### config.mk
export PLATFORM = sky130hd
export DESIGN_NAME = clock_input_conditioner
export DESIGN_NICKNAME = d
export VERILOG_FILES = /design/src/rtl/clock_input_conditioner.sv
export SDC_FILE = /design/constraint.sdc
export NUM_CORES = 1
export LEC_CHECK = 0
export BUFFER_PORTS_ARGS = -buffer_cell sky130_fd_sc_hd__buf_4
export CORE_ASPECT_RATIO = 0.5
export CORE_MARGIN = 4
export CORE_UTILIZATION = 43
export CTS_BUF_LIST = sky130_fd_sc_hd__clkbuf_8
export DETAILED_ROUTE_END_ITERATION = 8
export PLACE_DENSITY = 0.69
export SYNTH_ARGS = -nofsm -noshare
export SYNTH_HDL_FRONTEND = slang
export SYNTH_SLANG_ARGS = --single-unit
export TNS_END_PERCENT = 5
### constraint.sdc
create_clock -name CLK -period 4.1 [get_ports CLK]
set_clock_uncertainty 0.1 [all_clocks]
set_input_delay 1.025 -clock CLK [delete_from_list [all_inputs] [get_ports CLK]]
set_output_delay 1.025 -clock CLK [all_outputs]
set_load 0.02 [all_outputs]
### src/rtl/clock_input_conditioner.sv
// Board input front end: synchronises, debounces and edge-detects KEY1/SW0..SW2
// and flags illegal multi-adjust switch settings.
module clock_input_conditioner #(
    parameter int DEBOUNCE_CYCLES = 1_000_000,
    parameter int CNT_W           = 20
) (
    input  logic CLK,
    input  logic RSTn,
    input  logic DispWeek_n_Raw,
    input  logic AdjtWeek_Raw,
    input  logic AdjtMin_Raw,
    input  logic AdjtHour_Raw,
    output logic DispWeek_n,
    output logic DispWeek_Press,
    output logic AdjtWeek,
    output logic AdjtMin,
    output logic AdjtHour,
    output logic AdjtWeek_Rise,
    output logic AdjtMin_Rise,
    output logic AdjtHour_Rise,
    output logic Adjt_Conflict
);

    // Channel order: [0] DispWeek_n (idle high), [1] AdjtWeek, [2] AdjtMin, [3] AdjtHour
    localparam logic [3:0]       IDLE_LVL = 4'b0001;
    localparam logic [CNT_W-1:0] CNT_LAST = CNT_W'(DEBOUNCE_CYCLES - 1);

    logic [3:0]       rawIn;
    logic [3:0]       syncS1;
    logic [3:0]       syncS2;
    logic [3:0]       stable;
    logic [3:0]       edgePulse;
    logic [CNT_W-1:0] cnt [4];
    logic             conflict;

    assign rawIn = {AdjtHour_Raw, AdjtMin_Raw, AdjtWeek_Raw, DispWeek_n_Raw};

    always_ff @(posedge CLK) begin
        if (!RSTn) begin
            syncS1    <= IDLE_LVL;
            syncS2    <= IDLE_LVL;
            stable    <= IDLE_LVL;
            edgePulse <= '0;
            conflict  <= 1'b0;
            for (int i = 0; i < 4; i++) begin
                cnt[i] <= '0;
            end
        end else begin
            syncS1 <= rawIn;
            syncS2 <= syncS1;
            for (int i = 0; i < 4; i++) begin
                edgePulse[i] <= 1'b0;
                if (syncS2[i] == stable[i]) begin
                    cnt[i] <= '0;
                end else if (cnt[i] != CNT_LAST) begin
                    cnt[i] <= cnt[i] + CNT_W'(1);
                end else begin
                    stable[i]    <= syncS2[i];
                    cnt[i]       <= '0;
                    // Pulse only on the move away from idle: press for KEY1, rise for switches.
                    edgePulse[i] <= (syncS2[i] != IDLE_LVL[i]);
                end
            end
            conflict <= (stable[1] & stable[2]) | (stable[1] & stable[3]) | (stable[2] & stable[3]);
        end
    end

    assign DispWeek_n     = stable[0];
    assign AdjtWeek       = stable[1];
    assign AdjtMin        = stable[2];
    assign AdjtHour       = stable[3];
    assign DispWeek_Press = edgePulse[0];
    assign AdjtWeek_Rise  = edgePulse[1];
    assign AdjtMin_Rise   = edgePulse[2];
    assign AdjtHour_Rise  = edgePulse[3];
    assign Adjt_Conflict  = conflict;

endmodule

After elaboration in Yosys (flattened, before gate mapping). Memories as Yosys holds them, arrays and structs flattened. Index checks and enable logic that the tools add are counted.

Logic and storage cells: 116. Output and inout port bits: 9. RAM bits: 80. Memories kept: 1. Bits of input ports: 6. Register bits after elaboration: 17.

Memory list: cnt (depth 4, width 20, read ports 4, clocked after Yosys merged registers in 0, wr ports 4, line 33) `logic [CNT_W-1:0] cnt [4];`.

Equality and inequality tests: 8. Bitwise operators: 27. Add/sub/neg operators: 4. Reductions and logical operators: 8. Mux-type cells: 57.

Operators with widths (count): $mux 20 (12); $add 20x1->20 const B (4); $ne 20x20->1 const B (4); $mux 1 (45); $or 1x1->1 (14); $reduce_or 3->1 (4); $not 1->1 (10); $reduce_and 2->1 (4); $eq 1x1->1 (4); $and 1x1->1 (3).

Longest topological paths before layout.
Depth in word-level cells: 7. Mapped depth: 6. Mapped depth without buffers: 5.

Worst setup path after synthesis. No wires, ideal clock.

Path type: flip-flop to flip-flop. Start point: memory cnt[3][10]. End point: memory cnt[3][2] (data pin). Required time: 3.743 ns. Library setup time: 0.257 ns. Period minus slack after synthesis: 2.271 ns. Slack: 1.829 ns. Cell stages (with the launch flop): 6. Arrival time: 1.914 ns. Buffers on the path: 1. Path through: edfxtp_1 -> or4_1 -> or4_1 -> o211ai_1 -> buf_2 -> nor2_1.

RTL lines (line): start, declared (33).

==> qor.csv <==
metric,value,unit
status,completed,
clk_pin_slew,0.09,ns
r2r_cells,5,
syn-cell-area,5000,sq um
crit_slowest_cell,o211ai_1,
synth-seq-cells,97,
nets,586,
crit_end,cnt[2][18],
ys_types,37,
drt-pass1-iter-count,4,
fp.coreArea,11200,sq um
synthTopCellsByCount,"80 x edfxtp_1, 60 x nor2_1, 38 x nand3_1",
synthTopCellsByArea,"edfxtp_1 48%, dfxtp_1 6.8%, xor2_1 5.1%, nor2_1 4.5%, nand3_1 3.8%",
max-vdd-ir-drop,0.140,mV
drtAntennaViolNets,0,
via_count,3703,
route.met3.wl,307,microns
cts_resized,0,
cts_sinks,97,
holdBufCountCts,0,
async_flop_share,0,%
pre_cts_ws,1.23,ns
wl_met2,4210,microns
synth_area_per_cell,10.4,sq um
synth_edf_count,80,
cp-end-kind,flip-flop,
cp.required,4.11,ns
cp.arrival,2.91,ns
cts_setup_buffers,0,
fin_crit,2.90,ns
top_layer_used,met4,
hold_viol,0,
diodes,0,
critPathKind,reg -> reg,
critPathMaxFanout,11,
fin_tns_setup,0,ns
start_util,44.7,%
cts_tree,built,
antenna_found_initial,0,
hold_class,reg -> reg,
rsz0062_at_grt,no,
clk_latency,0.36,ns
die_w,160,microns
setup_viol,0,
yosys.area.top_type,edfxtp_1,
drt-total-wl,9050,microns
synthFlopType,edfxtp_1,
place_congestion,0.775,
overflow,0,
numCtsBuffers,9,
max_stage_delay,0.61,ns
fin_crit_sh,70.7,%
first_iter_violations,171,
grt_pass1_vias,3481,
fmax,0.345,GHz
die-area,13500,sq um
yosysSeqAreaShare,54.9,%
die_height,84.2,microns
clk_path_buf_depth,2,
yosysWarnings,0,
start_kind,flip-flop,
final_max_slew_viol_count,0,
rrSetupSlack,1.20,ns
critPathBufInv,1,
yosysMostFrequentCell,edfxtp_1,
synthCells,482,
drc,0,
ioPinCount,15,
dp_hpwl,6560,microns
crit_family,simple AND/OR/NAND/NOR gates,
slew_headroom,52.1,%
grt_max_degree,21,
fp-row-count,27,
vias_per_cell,5.00,
wl_per_cell,12.2,microns
track_usage,14.1,%
critical_path_depth,5,
postLayoutSetupSlackWorst,1.20,ns
cap_violations,0,
max_slew.worst_pin.slew,0.715,ns
grt_pass1_wl,15900,microns
worst_r2r_startpoint,cnt[2][13],
cts_root_buf,clkbuf_8,
crit_chain,"or4b_1, or4_1, o211ai_1, buf_4, a21oi_1",
wl_met1,4490,microns
netlist.area_leader.share,48.1,%
rr_endpoint,cnt[2][18],
p_leak,0.00197,uW
cts-htree-levels,3,
startpoint,cnt[2][13],
io_buffers,14,
area_growth,15.5,%
drive_gt1_share,7.06,%
power_density,323,nW/um^2
==> where the power goes <==
group / switching [uW] / internal [uW]
Combinational: 48.3 / 32.7
Clock: 341 / 301
Sequential: 40.2 / 1100
==> cell usage in the layout (no fill, tap or decap), types with 4 or more instances in the layout <==
| cell | n |
|---|---|
| edfxtp_1 | 80 |
| conb_1 | 80 |
| nor2_1 | 60 |
| nand3_1 | 38 |
| xor2_1 | 29 |
| a21oi_1 | 29 |
| nand2_1 | 25 |
| xnor2_1 | 21 |
| or4_1 | 19 |
| o21ai_0 | 19 |
| buf_4 | 19 |
| nand4_1 | 18 |
| or3_1 | 18 |
| dfxtp_1 | 17 |
| inv_1 | 16 |
| nor4_1 | 13 |
| o31ai_1 | 11 |
| and3_1 | 10 |
| clkbuf_8 | 10 |
| and2_1 | 8 |
| nor3_1 | 6 |
| o211ai_1 | 4 |
| ha_1 | 4 |
==> final cells by class <==
| cell class | instances | area, sq um |
|---|---|---|
| clock buffers | 10 | 138 |
| clock inverters | 6 | 65.1 |
| fillers | 1031 | 5410 |
| inverters | 16 | 60.1 |
| multi-input cells | 433 | 2430 |
| flip-flops and latches | 97 | 2740 |
| well taps | 159 | 199 |
| repair buffers | 19 | 143 |
==> sequential cells by signal, summed over array words and instances, names as in the netlist <==
name / flops
syncS2: 4
edgePulse: 4
stable: 4
syncS1: 4
Adjt_Conflict: 1
cnt: 80
==> worst register-to-register path: stages, from the launching register on <==
cell      delay, ns
edfxtp_1       0.47
or4b_1         0.59
or4_1          0.52
o211ai_1       0.61
buf_4          0.31
a21oi_1        0.06
==> metal layers <==
layer  track usage (%)  vias up
met5                 0        -
met4              4.92        0
met3              4.17        2
met2              22.1       40
met1              18.9     1756
li1                  -     1905
==> cells by family (layout without fill, tap and decap cells) <==
| family | count (synthesis) | count (layout) | share of synthesized area, % |
|---|---|---|---|
| adders and majority gates | 4 | 4 | 1.00 |
| other | 1 | 80 | 0.0750 |
| xor gates and xnor gates | 50 | 50 | 8.76 |
| buffers and inverters | 31 | 51 | 2.50 |
| and+or+nand+nor | 234 | 234 | 25.3 |
| AOI/OAI and AO/OA | 65 | 65 | 7.44 |
| DFF | 97 | 97 | 54.9 |
==> per-stage QoR <==
stage / total power, uW / cell area [sq um] / std cells / hold slack, ns / util, %
after detailed placement: 1240 / 5570 / 724 / 0.293 / 49.8
after floorplan: 1220 / 5290 / 561 / 0.286 / -
after CTS: 1890 / 5770 / 740 / 0.317 / 51.6
after global placement: 1240 / 5570 / 724 / 0.291 / 49.8
final: 1870 / 5770 / 740 / 0.316 / 51.6
after global routing: 1950 / 5770 / 740 / 0.344 / 51.6
==> worst min-delay path by stage <==
stage,start,end,slack (ns),cells after the start
final,syncS1[0],syncS2[0],0.32,1
after CTS,syncS1[0],syncS2[0],0.32,1
after floorplan,syncS1[0],syncS2[0],0.29,1
after detailed placement,syncS1[0],syncS2[0],0.29,1
after global routing,syncS1[0],syncS2[0],0.34,1
after global placement,syncS1[0],syncS2[0],0.29,1
Power figures use the tool's default switching activity.
